`config.mk`:
```
export PLATFORM = sky130hd
export DESIGN_NAME = r16_npipe_delay
export DESIGN_NICKNAME = d
export VERILOG_FILES = /design/src/rtl/r16_npipe_delay.sv
export SDC_FILE = /design/constraint.sdc
export NUM_CORES = 1
export LEC_CHECK = 0
export BUFFER_PORTS_ARGS = -buffer_cell sky130_fd_sc_hd__buf_2
export CAP_MARGIN = 5
export CORE_ASPECT_RATIO = 0.6
export CORE_MARGIN = 3
export CORE_UTILIZATION = 59
export CTS_CLUSTER_SIZE = 28
export DETAILED_ROUTE_END_ITERATION = 8
export PLACE_DENSITY = 0.85
export RECOVER_POWER = 100
export SLEW_MARGIN = 20
export SYNTH_ARGS = -nofsm -noshare
export SYNTH_HDL_FRONTEND = slang
export SYNTH_SLANG_ARGS = --single-unit
```
`constraint.sdc`:
```
create_clock -name clk -period 13.8 [get_ports clk]
set_input_delay 2.76 -clock clk [delete_from_list [all_inputs] [get_ports clk]]
set_output_delay 2.76 -clock clk [all_outputs]
set_load 0.005 [all_outputs]
```
`src/rtl/r16_npipe_delay.sv`:
```
// ---------------------------------------------------------------------------
// r16_npipe_delay
//   Modulus (N) delay pipeline for the radix-16 FFT datapath. Carries CH lanes
//   of P_WIDTH-bit modulus through DEPTH register stages, with a per-stage valid
//   tag, a global stall (en=0 holds everything), a synchronous flush and an
//   N_stable flag that is high when every stage holds the same valid modulus.
//
// Optional feature macro: R16_NPIPE_PARITY_EN
//   When defined, every stage carries one even-parity bit per lane (computed at
//   stage 0) and a sticky par_err output flags a mismatch seen at the output.
//
// Ports
//   clk        in   1            rising-edge clock
//   rst        in   1            asynchronous reset, active-high
//   en         in   1            advance pipeline; 0 holds all state
//   flush      in   1            synchronous clear of valids / stability (beats en)
//   N_in       in   CH*P_WIDTH   modulus in, lane c at [c*P_WIDTH +: P_WIDTH]
//   N_vld_in   in   1            N_in valid
//   N_out      out  CH*P_WIDTH   last-stage data
//   N_vld_out  out  1            last-stage valid
//   N_stable   out  1            all stages valid and equal (registered)
//   par_err    out  1            sticky parity error (parity build only)
// ---------------------------------------------------------------------------
module r16_npipe_delay #(
  parameter int unsigned        P_WIDTH = 64,
  parameter int unsigned        CH      = 1,
  parameter int unsigned        DEPTH   = 4,
  parameter logic [P_WIDTH-1:0] P_ZERO  = {P_WIDTH{1'b0}}
) (
  input  logic                  clk,
  input  logic                  rst,
  input  logic                  en,
  input  logic                  flush,
  input  logic [CH*P_WIDTH-1:0] N_in,
  input  logic                  N_vld_in,
  output logic [CH*P_WIDTH-1:0] N_out,
  output logic                  N_vld_out,
  output logic                  N_stable
`ifdef R16_NPIPE_PARITY_EN
  ,
  output logic                  par_err
`endif
);

  localparam int unsigned     W        = CH * P_WIDTH;
  localparam int unsigned     CW       = $clog2(DEPTH) + 1;
  localparam logic [W-1:0]    RST_WORD = {CH{P_ZERO}};
  localparam logic [CW-1:0]   CNT_LOAD = CW'(DEPTH - 1);

  // Pipeline stages
  logic [W-1:0]     data_q [DEPTH];
  logic [W-1:0]     data_d [DEPTH];
  logic [DEPTH-1:0] vld_q, vld_d;

  // Stability tracker: last accepted modulus and countdown of equal repeats
  logic [W-1:0]     last_n_q, last_n_d;
  logic             last_vld_q, last_vld_d;
  logic [CW-1:0]    cnt_q, cnt_d;
  logic             stable_q, stable_d;

`ifdef R16_NPIPE_PARITY_EN
  logic [CH-1:0]    par_q [DEPTH];
  logic [CH-1:0]    par_d [DEPTH];
  logic             par_err_q, par_err_d;

  // Even parity of each lane of a packed word
  function automatic logic [CH-1:0] chan_parity(input logic [W-1:0] word);
    logic [CH-1:0] p;
    p = '0;
    for (int c = 0; c < int'(CH); c++) begin
      p[c] = ^word[c*P_WIDTH +: P_WIDTH];
    end
    return p;
  endfunction
`endif

  // Next-state logic: flush beats en; en=0 holds every register
  always_comb begin
    data_d     = data_q;
    vld_d      = vld_q;
    last_n_d   = last_n_q;
    last_vld_d = last_vld_q;
    cnt_d      = cnt_q;
    stable_d   = stable_q;
`ifdef R16_NPIPE_PARITY_EN
    par_d      = par_q;
    // Checked every cycle on the held output word; sticky until reset
    par_err_d  = par_err_q |
                 (vld_q[DEPTH-1] && (par_q[DEPTH-1] != chan_parity(data_q[DEPTH-1])));
`endif
    if (flush) begin
      // Data stages are left as they are; only the tags and tracker clear
      vld_d      = '0;
      last_vld_d = 1'b0;
      cnt_d      = '0;
      stable_d   = 1'b0;
    end else if (en) begin
      data_d[0] = N_in;
      vld_d[0]  = N_vld_in;
      for (int k = 1; k < int'(DEPTH); k++) begin
        data_d[k] = data_q[k-1];
        vld_d[k]  = vld_q[k-1];
      end
`ifdef R16_NPIPE_PARITY_EN
      par_d[0] = chan_parity(N_in);
      for (int k = 1; k < int'(DEPTH); k++) begin
        par_d[k] = par_q[k-1];
      end
`endif
      // A bubble or any lane change restarts the DEPTH-long run of equal values
      if (!N_vld_in) begin
        last_vld_d = 1'b0;
      end else if (!last_vld_q || (N_in != last_n_q)) begin
        last_n_d   = N_in;
        last_vld_d = 1'b1;
        cnt_d      = CNT_LOAD;
      end else if (cnt_q != '0) begin
        cnt_d = cnt_q - CW'(1);
      end else begin
        cnt_d = cnt_q;
      end
      // Uses the post-update tracker so DEPTH=1 is stable on the accepting edge
      stable_d = last_vld_d && (cnt_d == '0);
    end else begin
      stable_d = stable_q;
    end
  end

  // State registers with asynchronous reset
  always_ff @(posedge clk or posedge rst) begin
    if (rst) begin
      for (int k = 0; k < int'(DEPTH); k++) begin
        data_q[k] <= RST_WORD;
      end
      vld_q      <= '0;
      last_n_q   <= '0;
      last_vld_q <= 1'b0;
      cnt_q      <= '0;
      stable_q   <= 1'b0;
`ifdef R16_NPIPE_PARITY_EN
      for (int k = 0; k < int'(DEPTH); k++) begin
        par_q[k] <= chan_parity(RST_WORD);
      end
      par_err_q  <= 1'b0;
`endif
    end else begin
      data_q     <= data_d;
      vld_q      <= vld_d;
      last_n_q   <= last_n_d;
      last_vld_q <= last_vld_d;
      cnt_q      <= cnt_d;
      stable_q   <= stable_d;
`ifdef R16_NPIPE_PARITY_EN
      par_q      <= par_d;
      par_err_q  <= par_err_d;
`endif
    end
  end

  assign N_out     = data_q[DEPTH-1];
  assign N_vld_out = vld_q[DEPTH-1];
  assign N_stable  = stable_q;
`ifdef R16_NPIPE_PARITY_EN
  assign par_err   = par_err_q;
`endif

endmodule

```
* Word level (Yosys, flattened, before mapping)
Cells that the tools add are included.
** Word-level totals
- Word-level logic and storage cells :: 37
- Flip-flop bits (word level) :: 329
- Bits of input ports :: 69
- Output and inout bits :: 66
** Cells by class
- Bitwise operators :: 1
- $add $sub $neg :: 1
- Muxes and demuxes :: 17
- Eq/ne operators :: 1
- Reduce and logical (&&, ||, !) cells :: 8
** Operators with widths (count)
- != test 64 bit :: 1
- two-way mux 3 bit :: 7
- two-way mux 1 bit :: 8
- two-way mux 4 bit :: 2
- AND reduction 4 bit :: 1
- zero test 3 bit :: 1
- nonzero test 3 bit :: 1
- subtractor 3 x 1 -> 3 bit (second input constant) :: 1
- AND reduction 2 bit :: 1
- nonzero test 2 bit :: 1
- logical AND 1 bit :: 1
- zero test 1 bit :: 1
- logical OR 1 bit :: 1
- inverter 1 bit :: 1

* Longest topological paths before layout
Gate-level depths: netlist of run 1.
- Depth in word-level cells :: 10
- Mapped depth :: 9
- Gate-level depth less buffers :: 8

* Worst setup path before layout of run 1
Ideal clock, no wire load.
- Kind :: input -> register
- From :: in N_in[41]
- To :: reg last_n_q[10]
- Setup slack :: 9218 ps
- Cell stages on the path :: 8
- Path buffers :: 2
- Arrival :: 4454 ps
- Setup time :: 127 ps
- Path through :: inv_1 > a2111o_1 > nor3_1 > nand4_1 > o211ai_2 > buf_6 > buf_6 > mux2_1
** Between the ends
- Word-level cells in the longest chain between the ends :: 3
** Ends and longest elaborated chain
- from (decl) :: RTL line 34 : input logic [CH*P_WIDTH-1:0] N_in,
- != test 64 bit :: RTL line 113 : end else if (!last_vld_q || (N_in != last_n_q)) begin
- logical OR 1 bit :: RTL line 113
- AND reduction 4 bit (no line)
- to (signal assigned) :: RTL line 149 : last_n_q <= last_n_d;
- to (decl) :: RTL line 56 : logic [W-1:0] last_n_q, last_n_d;
Every way passes these cells.
A chain may end at the register's enable or synchronous reset.

* Worst setup path after layout of run 1
- From :: in en
- To :: reg data_q[152] (netlist bit)
** Between the ends
- Word-level cells in the longest chain between the ends :: 1
** Ends and longest elaborated chain
- from (decl) :: RTL line 32 : input logic en,
- AND reduction 2 bit (no line)
- to (signal assigned) :: RTL line 147 : data_q <= data_d;
- to (decl) :: RTL line 51 : logic [W-1:0] data_q [DEPTH];
Every way passes these cells.

==> flow_summary_export.csv, run 1 <==
group,metric,value,unit
status,status,"complete, but fails checks",
synthesis,netlist_area,13570,µm²
detailed_routing,wire_per_inst,18.50,µm
sta,min_period,7.980,ns
final_layout,layoutNonFillerInstCount,1301,
setup_path,crit_chain,"clkbuf_1 > nor2b_1 > clkbuf_1 > buf_4 > mux2_2",
global_routing,grt_pass1_wl,38560,µm
synthesis,synth_nets,978,
floorplanning,die_y,123.5,µm
synthesis,synth_edf_count,0,
final_layout,area_growth_syn_to_layout,10.04,%
setup_path,cp_common_cell,"clkbuf_1",
final_layout,fillers,1594,
floorplanning,core,22330,µm²
global_routing,grt_pass1_vias,7102,
detailed_routing,dr_total_vias,7007,
sta,tns,0,ns
detailed_routing,drc,0,
clock_network,cts_sinks,329,
placed_design,portBuffers,134,
clock_network,cts_root_buf,"clkbuf_16",
setup_path,critPathArrivalTime,8.40,ns
placed_design,placed_area,14030,µm²
clock_network,ctsResizeCount,0,
clock_network,cts_hold_buf,0,
synthesis,yosysSeqAreaShare,0.6068,
synthesis,synth_area_leaders,"dfrtp_1, mux2_2, buf_4",
sta,tightest_slew,4.955,ns
sta,min_period_over_period,0.5783,
synthesis,ys.flop_type,"dfrtp_1",
sta,clock.fmax,125.3,MHz
floorplanning,dieArea,24910,µm²
synthesis,ys_top_cells_by_count,"dfrtp_1, mux2_2, buf_4, xnor2_1, clkbuf_1",
power_and_ir_drop,vdd_drop_max,0.0001015,V
synthesis,yosysMostFrequentCell,"dfrtp_1",
synthesis,asyncSetResetFlopFracSynth,1.000,
min_path,hold_class,"reg2reg",
sta,grt_setup_unrepaired,"false",
global_routing,antenna_found_initial,1,
synthesis,synthCells,907,
clock_network,cts_buffers,29,
synthesis,synth-seq-cells,329,
setup_path,slowest_delay,3.30,ns
final_layout,fin_nets,1047,
sta,relSlewSlack,-2.322,
clock_network,cts_max_level,1,
setup_path,crit_path_end_kind,"flip-flop",
sta,whs,0.4970,ns
detailed_routing,vias_per_cell,5.386,
global_routing,overflow,0,
sta,fin_skew,0.009926,ns
status,violations,"max-capacitance violations, max-slew violations",
setup_path,crit_type,"in2reg",
setup_path,cp_slowest_cell,"clkbuf_1",
placed_design,dp.cells,1253,
clock_network,clockBufferDepth,3,
final_layout,antennaDiodeCount,0,
sta,drv_slew,281,
setup_path,cp-start-kind,"primary input",
final_layout,drive_gt1_frac,0.4421,
global_routing,grt.total_usage,0.1954,
floorplanning,num_rows,42,
flow_run,drv_cap,3,
clock_network,insertion_delay,0.53,ns
power_and_ir_drop,power_per_cell_area,175.7,nW/µm²
placed_design,place_worst_setup_slack,8.105,ns
detailed_routing,drtAntennaViolNets,0,
floorplanning,die_w,201.8,µm
detailed_routing,dr.pass1.iters,4,
clock_network,postCtsSetupBuffers,0,
floorplanning,start_util,0.6075,
clock_network,cts.reportedPaths.clkPinSlew,0.06,ns
synthesis,synth_top_area_share,0.6068,
detailed_routing,drtIter0Drc,351,
setup_path,worstPathMaxFanout,93,
final_layout,design_area,14930,µm²
setup_path,required,14.22,ns
sta,setup_viol_count_final,0,
setup_path,ff2ff_setup_slack,8.72,ns
clock_network,cts_tree,"built",
power_and_ir_drop,p_leak,0.006425,µW
placed_design,hpwlAfterDp,16240,µm
sta,hold_viol_final,0,
global_routing,grt_max_degree,118,
synthesis,ys_warn_count,0,
synthesis,synth_area_leader_cell,"dfrtp_1",
placed_design,gp_congestion,0.7951,
detailed_routing,drt-total-wl,24070,µm
synthesis,synth.distinct_cells,38,
floorplanning,ioPinCount,135,
sta,setup_slack,5.820,ns
synthesis,syn_area_per_cell,14.96,µm²
[critical path: cells and delay by family]
kind	cells	cell delay, ns
buffers and inverters	3	4.78
multiplexers	1	0.43
AND/OR/NAND/NOR	1	0.30
[cell usage in the layout (no fill, tap or decap), types with 2 or more instances in the layout]
cell,count
nor4_1,5
a2111o_1,2
nand2b_1,12
nand2_1,10
o21ai_0,6
nand4_1,13
a211oi_1,3
nor2b_1,11
mux2i_1,3
xor2_1,9
clkbuf_16,29
bufinv_16,4
mux2_1,13
a21oi_1,3
ha_1,2
clkbuf_1,55
nor3_1,2
buf_4,4
nor2_1,7
nor3b_1,2
buf_2,88
o2111ai_1,4
xnor2_1,42
clkbuf_8,6
mux2_2,303
dfrtp_1,329
nand3_1,2
inv_1,9
[final cells by class]
type,count,area (µm²),area share
Inverter,10,38.79,0.002598
Multi-Input combinational cell,465,4639,0.3108
Sequential cell,329,8233,0.5515
Clock buffer,42,834.6,0.05590
Clock inverter,6,136.4,0.009135
Tap cell,308,385.4,0.02581
Timing Repair Buffer,141,661.9,0.04433
[metrics by stage]
step | total power, µW | utilization
2_1_floorplan | 1745 | -
3_3_place_gp | 1798 | 0.6283
3_5_place_dp | 1826 | 0.6283
4_1_cts | 2663 | 0.6718
5_1_grt | 2763 | 0.6685
6_report | 2623 | 0.6685
[per-layer routing]
layer,part of all wire,GRT usage,up-vias
li1,-,-,3243
met5,0.00054,0,-
met4,0.016,0.03918,2
met2,0.43,0.2966,121
met1,0.50,0.2973,3606
met3,0.052,0.04052,35
[registers in the layout, indices dropped and copies added, names as in the netlist]
name and count:
N_out 64, N_stable 1, cnt_q 3, data_q 192, last_n_q 64, last_vld_q 1
vld_q 4
[path summary, 6_finish.rpt]
| check | start | to | depth (start not counted) |
|---|---|---|---|
| worst max-delay path | en | data_q[152]$_DFFE_PP0P_ | 5 |
| worst min-delay path | last_n_q[8]$_DFFE_PP0P_ | last_n_q[8]$_DFFE_PP0P_ | 1 |
| worst max register to register | last_n_q[37]$_DFFE_PP0P_ | last_n_q[29]$_DFFE_PP0P_ | 7 |
| worst min register to register | last_n_q[8]$_DFFE_PP0P_ | last_n_q[8]$_DFFE_PP0P_ | 1 |
| max in group asynchronous | rst | data_q[252]$_DFFE_PP0P_ | 4 |
| min in group asynchronous | rst | N_out[11]$_DFFE_PP0P_ | 2 |
[where the power goes]
| group | internal [µW] | switching [µW] |
|---|---|---|
| logic | 270 | 177 |
| clock network | 491 | 336 |
| registers | 1220 | 133 |
| total | 1980 | 646 |
[kinds of logic after synthesis]
| logic type | Yosys count | synth area share |
|---|---|---|
| and+or+nand+nor | 67 | 0.02767 |
| muxes | 319 | 0.2645 |
| AOI/OAI and AO/OA | 26 | 0.01439 |
| xor gates and xnor gates | 51 | 0.03292 |
| DFF | 329 | 0.6068 |
| buffers and inverters | 113 | 0.05183 |
| adders and majority gates | 2 | 0.001844 |
(Power assumes the default switching activity.)
==> run 2: changes to the inputs <==
ABC_AREA = 1   (was unset)
clock period = 8.3 ns   (was 13.8 ns; I/O delays follow)
==> flow_summary_export.csv, run 2 <==
group,metric,value,unit
status,status,"complete, but fails checks",
status,violations,"max-capacitance violations, max-slew violations",
synthesis,synth_top_area_share,0.5940,
placed_design,hpwlAfterDp,18850,µm
synthesis,netlist_area,13860,µm²
synthesis,synth_edf_count,0,
setup_path,required,8.60,ns
sta,fin_skew,0.01245,ns
clock_network,cts_max_level,1,
final_layout,regMostFlops,"data_q",
clock_network,cts_hold_buf,0,
sta,min_period,5.362,ns
synthesis,synthCells,1623,
detailed_routing,drtIter0Drc,844,
floorplanning,ioPinCount,135,
detailed_routing,wire_per_inst,14.60,µm
synthesis,synth-seq-cells,329,
sta,grt_setup_unrepaired,"false",
synthesis,synth_area_leader_cell,"dfrtp_1",
sta,hold_viol_final,0,
clock_network,cts_tree,"built",
setup_path,worst_r2r_endpoint,"last_n_q[35]$_DFFE_PP0P_",
clock_network,postCtsSetupBuffers,0,
synthesis,ys_warn_count,0,
detailed_routing,drt-total-wl,29140,µm
clock_network,cts_buffers,30,
clock_network,cts.reportedPaths.clkPinSlew,0.06,ns
synthesis,syn_area_per_cell,8.540,µm²
setup_path,cp-start-kind,"primary input",
global_routing,grt_max_degree,202,
global_routing,antenna_found_initial,5,
setup_path,worstPathMaxFanout,201,
floorplanning,die_w,203.9,µm
final_layout,final_common_cell,"nand2_1",
final_layout,largest_register_ffs,192,
final_layout,fillers,1837,
final_layout,fin_nets,1733,
sta,relSlewSlack,-1.578,
clock_network,insertion_delay,0.55,ns
synthesis,ys_top_cells_by_count,"nand2_1, dfrtp_1, o21ai_0, inv_1, buf_4",
placed_design,gp_congestion,0.8308,
sta,setup_viol_count_final,0,
final_layout,multi_input_area,4155,µm²
setup_path,crit_type,"in2reg",
global_routing,overflow,0,
synthesis,yosysMostFrequentCell,"nand2_1",
floorplanning,dieArea,25430,µm²
sta,tightest_slew,3.867,ns
synthesis,asyncSetResetFlopFracSynth,1.000,
floorplanning,die_y,124.7,µm
clock_network,cts_sinks,329,
synthesis,synth_area_leaders,"dfrtp_1, nand2_1, o21ai_0",
sta,min_period_over_period,0.6460,
sta,drv_slew,276,
clock_network,cts_root_buf,"clkbuf_16",
detailed_routing,vias_per_cell,5.052,
sta,tns,0,ns
sta,clock.fmax,186.5,MHz
final_layout,drive_gt1_frac,0.1015,
detailed_routing,dr_total_vias,10080,
placed_design,portBuffers,134,
floorplanning,core,22540,µm²
min_path,hold_end,"data_q[137]$_DFFE_PP0P_",
setup_path,ff2ff_setup_slack,4.65,ns
setup_path,crit_path_end_kind,"flip-flop",
final_layout,design_area,15230,µm²
flow_run,drv_cap,2,
global_routing,grt_pass1_wl,48640,µm
final_layout,most-common-layout-cells,"nand2_1, dfrtp_1, o21ai_0",
clock_network,clockBufferDepth,3,
final_layout,regArea,8233,µm²
synthesis,synth.distinct_cells,26,
synthesis,synth_nets,1694,
detailed_routing,drc,0,
setup_path,reg2reg_from,"last_n_q[15]$_DFFE_PP0P_",
detailed_routing,drtAntennaViolNets,0,
synthesis,ys.flop_type,"dfrtp_1",
final_layout,area_growth_syn_to_layout,9.893,%
power_and_ir_drop,power_per_cell_area,264.3,nW/µm²
min_path,hold_class,"reg2reg",
placed_design,placed_area,14200,µm²
min_path,holdCritStartpoint,"data_q[137]$_DFFE_PP0P_",
global_routing,grt.total_usage,0.2331,
clock_network,ctsResizeCount,0,
setup_path,critPathArrivalTime,5.67,ns
floorplanning,num_rows,42,
power_and_ir_drop,p_leak,0.007924,µW
floorplanning,start_util,0.6148,
global_routing,grt_pass1_vias,9657,
min_path,holdPathStages,2,
detailed_routing,dr.pass1.iters,5,
setup_path,r2r_cells,13,
power_and_ir_drop,vdd_drop_max,0.0002022,V
synthesis,yosysSeqAreaShare,0.5940,
-- run 2: worst max path at each step --
stage / start / end / cells after the start
finish: en / last_n_q[35]$_DFFE_PP0P_ / 7
global route: en / last_n_q[35]$_DFFE_PP0P_ / 7
CTS: en / last_n_q[52]$_DFFE_PP0P_ / 7
detailed placement: en / last_n_q[52]$_DFFE_PP0P_ / 7
global placement: N_in[33] / last_n_q[49]$_DFFE_PP0P_ / 12
floorplan: rst / N_out[0]$_DFFE_PP0P_ / 1
-- run 2: report_power, final --
group / switching [µW] / total, µW / internal, µW
Clock: 596 / 1520 / 924
Combinational: 332 / 519 / 187
Sequential: 124 / 1990 / 1860
Total: 1050 / 4030 / 2970
-- run 2: kinds of logic after synthesis --
family | count (synthesis) | share of synthesized area
AND/OR/NAND/NOR | 722 | 0.1978
flip-flops | 329 | 0.5940
buffers and inverters | 301 | 0.1030
AO/OA/AOI/OAI | 258 | 0.09650
XOR/XNOR | 11 | 0.006951
adder cells (fa/ha/maj) | 2 | 0.001805
-- run 2: stage by stage --
step           hold slack [ns]  utilization  setup slack (ns)  power (µW)  std cells
6_report                0.4705       0.6757             2.938        4025       1996
5_1_grt                 0.4881       0.6755             2.428        4233       1995
4_1_cts                 0.4713       0.6788             4.672        4070       1992
3_5_place_dp            0.4590       0.6297             4.192        2546       1937
3_3_place_gp            0.4538       0.6297             4.256        2513       1937
2_1_floorplan           0.4422            -             2.247        2419       1623
-- run 2: routing by layer --
| layer | share of wire | global-route usage | vias up |
|---|---|---|---|
| li1 | - | - | 4985 |
| met1 | 0.47 | 0.3543 | 4818 |
| met2 | 0.45 | 0.3559 | 230 |
| met3 | 0.058 | 0.04309 | 45 |
| met4 | 0.020 | 0.04650 | 6 |
| met5 | 0.00096 | 0 | - |
-- run 2: worst max-delay path: stages --
cell      delay, ns
clkbuf_1       0.10
inv_1          0.05
nor2_1         1.04
inv_8          0.64
nor2_1         0.26
clkbuf_2       1.43
o21ai_0        0.38
-- run 2: area by class of cell --
| cell class | count | area share |
|---|---|---|
| timing repair buffer | 142 | 0.04657 |
| tap | 308 | 0.02530 |
| clock inverter | 11 | 0.01199 |
| multi-input combinational | 993 | 0.2728 |
| antenna | 3 | 0.0004929 |
| clock buffer | 44 | 0.06070 |
| inverter | 166 | 0.04165 |
| sequential | 329 | 0.5405 |
==> run 3: changes to the inputs <==
ABC_AREA = 0   (was 1)
CORE_UTILIZATION = 53   (was 59)
PLACE_DENSITY = 0.81   (was 0.85)
clock period = 4.9 ns   (was 8.3 ns; I/O delays follow)
==> flow_summary_export.csv, run 3 (synthesized netlist as in run 1, its figures left out) <==
group,metric,value,unit
power_and_ir_drop,comb_power_share,0.173,
floorplanning,num_rows,44,
setup_path,critPathArrivalTime,4.30,ns
detailed_routing,wire_per_inst,19.02,µm
power_and_ir_drop,internal_power,5453,µW
final_layout,antennaDiodeCount,0,
setup_path,ff2ff_setup_slack,1.24,ns
power_and_ir_drop,power_per_cell_area,488.4,nW/µm²
global_routing,grt_pass1_wl,39920,µm
setup_path,r2r_cells,7,
detailed_routing,dr.pass1.iters,4,
floorplanning,die_y,129.9,µm
min_path,hold_class,"reg2reg",
clock_network,cts_tree,"built",
power_and_ir_drop,vdd_drop_max,0.0002809,V
clock_network,insertion_delay,0.55,ns
final_layout,final_common_cell,"dfrtp_1",
sta,clock.fmax,258.8,MHz
sta,grt_setup_unrepaired,"false",
setup_path,reg2reg_from,"last_n_q[50]$_DFFE_PP0P_",
power_and_ir_drop,p_sw_frac,0.2521,
final_layout,fin_util,0.6053,
final_layout,most-common-layout-cells,"dfrtp_1, mux2_2, buf_2",
clock_network,cts_sinks,329,
floorplanning,start_util,0.5501,
sta,drv_slew,288,
setup_path,worst_r2r_endpoint,"last_n_q[25]$_DFFE_PP0P_",
global_routing,grt_max_degree,161,
status,status,"complete, but fails checks",
detailed_routing,drtAntennaViolNets,0,
global_routing,overflow,0,
sta,setup_viol_count_final,0,
setup_path,crit_type,"in2reg",
clock_network,cts_root_buf,"clkbuf_16",
status,violations,"max-capacitance violations, max-slew violations",
clock_network,cts_max_level,1,
clock_network,cts.reportedPaths.clkPinSlew,0.06,ns
final_layout,area_growth_syn_to_layout,10.03,%
setup_path,worstPathMaxFanout,55,
detailed_routing,vias_per_cell,5.320,
floorplanning,core,24660,µm²
final_layout,design_area,14930,µm²
final_layout,fin_nets,1046,
floorplanning,ioPinCount,135,
clock_network,cts_hold_buf,0,
detailed_routing,drt-total-wl,25030,µm
detailed_routing,drc,0,
sta,tightest_slew,2.948,ns
clock_network,postCtsSetupBuffers,0,
final_layout,layoutNonFillerInstCount,1316,
global_routing,antenna_found_initial,1,
final_layout,drive_gt1_frac,0.4406,
sta,setup_slack,1.036,ns
setup_path,cp-start-kind,"primary input",
setup_path,crit_path_end_kind,"flip-flop",
detailed_routing,drtIter0Drc,362,
placed_design,dp.cells,1266,
floorplanning,dieArea,27620,µm²
setup_path,worstSetupStartpoint,"N_in[50]",
clock_network,ctsResizeCount,0,
sta,fin_skew,0.008297,ns
power_and_ir_drop,p_leak,0.006401,µW
sta,relSlewSlack,-0.9653,
global_routing,grt_pass1_vias,7269,
setup_path,required,5.34,ns
power_and_ir_drop,sequentialPowerShare,0.521,
placed_design,portBuffers,134,
sta,min_period,3.864,ns
placed_design,gp_congestion,0.8553,
clock_network,cts_buffers,29,
power_and_ir_drop,p_switching,1838,µW
sta,hold_viol_final,0,
placed_design,placed_area,14100,µm²
flow_run,drv_cap,3,
setup_path,crit_end,"last_n_q[25]$_DFFE_PP0P_",
placed_design,hpwlAfterDp,17390,µm
detailed_routing,dr_total_vias,7001,
global_routing,grt.total_usage,0.1849,
floorplanning,die_w,212.6,µm
sta,tns,0,ns
clock_network,clockBufferDepth,3,
sta,min_period_over_period,0.7885,
placed_design,place_worst_setup_slack,1.189,ns
power_and_ir_drop,p_clk_frac,0.306,
final_layout,largest_register_ffs,192,
final_layout,regMostFlops,"data_q",
==> run 3: per-layer routing <==
layer	wire (µm)	global-route usage	vias to the layer above
met2	10990	0.2842	129
met4	384	0.03400	0
met5	0	0	-
li1	-	-	3245
met1	11970	0.2732	3595
met3	1681	0.04589	32
==> run 3: through the flow <==
stage	hold WS (ns)	power [µW]
2_1_floorplan	0.4618	4916
3_3_place_gp	0.4790	5068
3_5_place_dp	0.4880	5168
4_1_cts	0.5045	7431
5_1_grt	0.5130	7695
6_report	0.5005	7291
==> run 3: worst min-delay path by stage <==
| stage | slack, ns | start | endpoint | cells after the start |
|---|---|---|---|---|
| detailed placement | 0.49 | data_q[139]$_DFFE_PP0P_ | data_q[75]$_DFFE_PP0P_ | 1 |
| floorplan | 0.46 | last_n_q[63]$_DFFE_PP0P_ | last_n_q[63]$_DFFE_PP0P_ | 2 |
| global route | 0.51 | data_q[139]$_DFFE_PP0P_ | data_q[139]$_DFFE_PP0P_ | 1 |
| finish | 0.50 | N_out[18]$_DFFE_PP0P_ | N_out[18]$_DFFE_PP0P_ | 1 |
| CTS | 0.50 | data_q[135]$_DFFE_PP0P_ | data_q[71]$_DFFE_PP0P_ | 1 |
| global placement | 0.48 | data_q[221]$_DFFE_PP0P_ | data_q[157]$_DFFE_PP0P_ | 1 |
==> run 3: area by class of cell <==
type,instances,area (µm²)
tap,322,402.9
clock inverter,6,67.56
fill,1954,9736
timing repair buffer,140,688.2
sequential,329,8233
multi-input combinational,465,4626
inverter,10,38.79
clock buffer,44,872.1
==> run 3: worst max-delay path, stage by stage <==
cell	delay, ns
clkbuf_1	0.22
xnor2_1	0.21
nand4_1	0.14
nor4_1	0.43
nand4_1	0.30
o211ai_1	1.22
buf_12	0.37
mux2_2	0.38
==> run 3: power by group through the flow <==
stage	registers, µW	logic [µW]	clock network (µW)
floorplan	3720	1200	0
global placement	3800	1270	0
detailed placement	3850	1320	0
CTS	3800	1330	2300
global route	3890	1400	2400
finish	3800	1260	2230
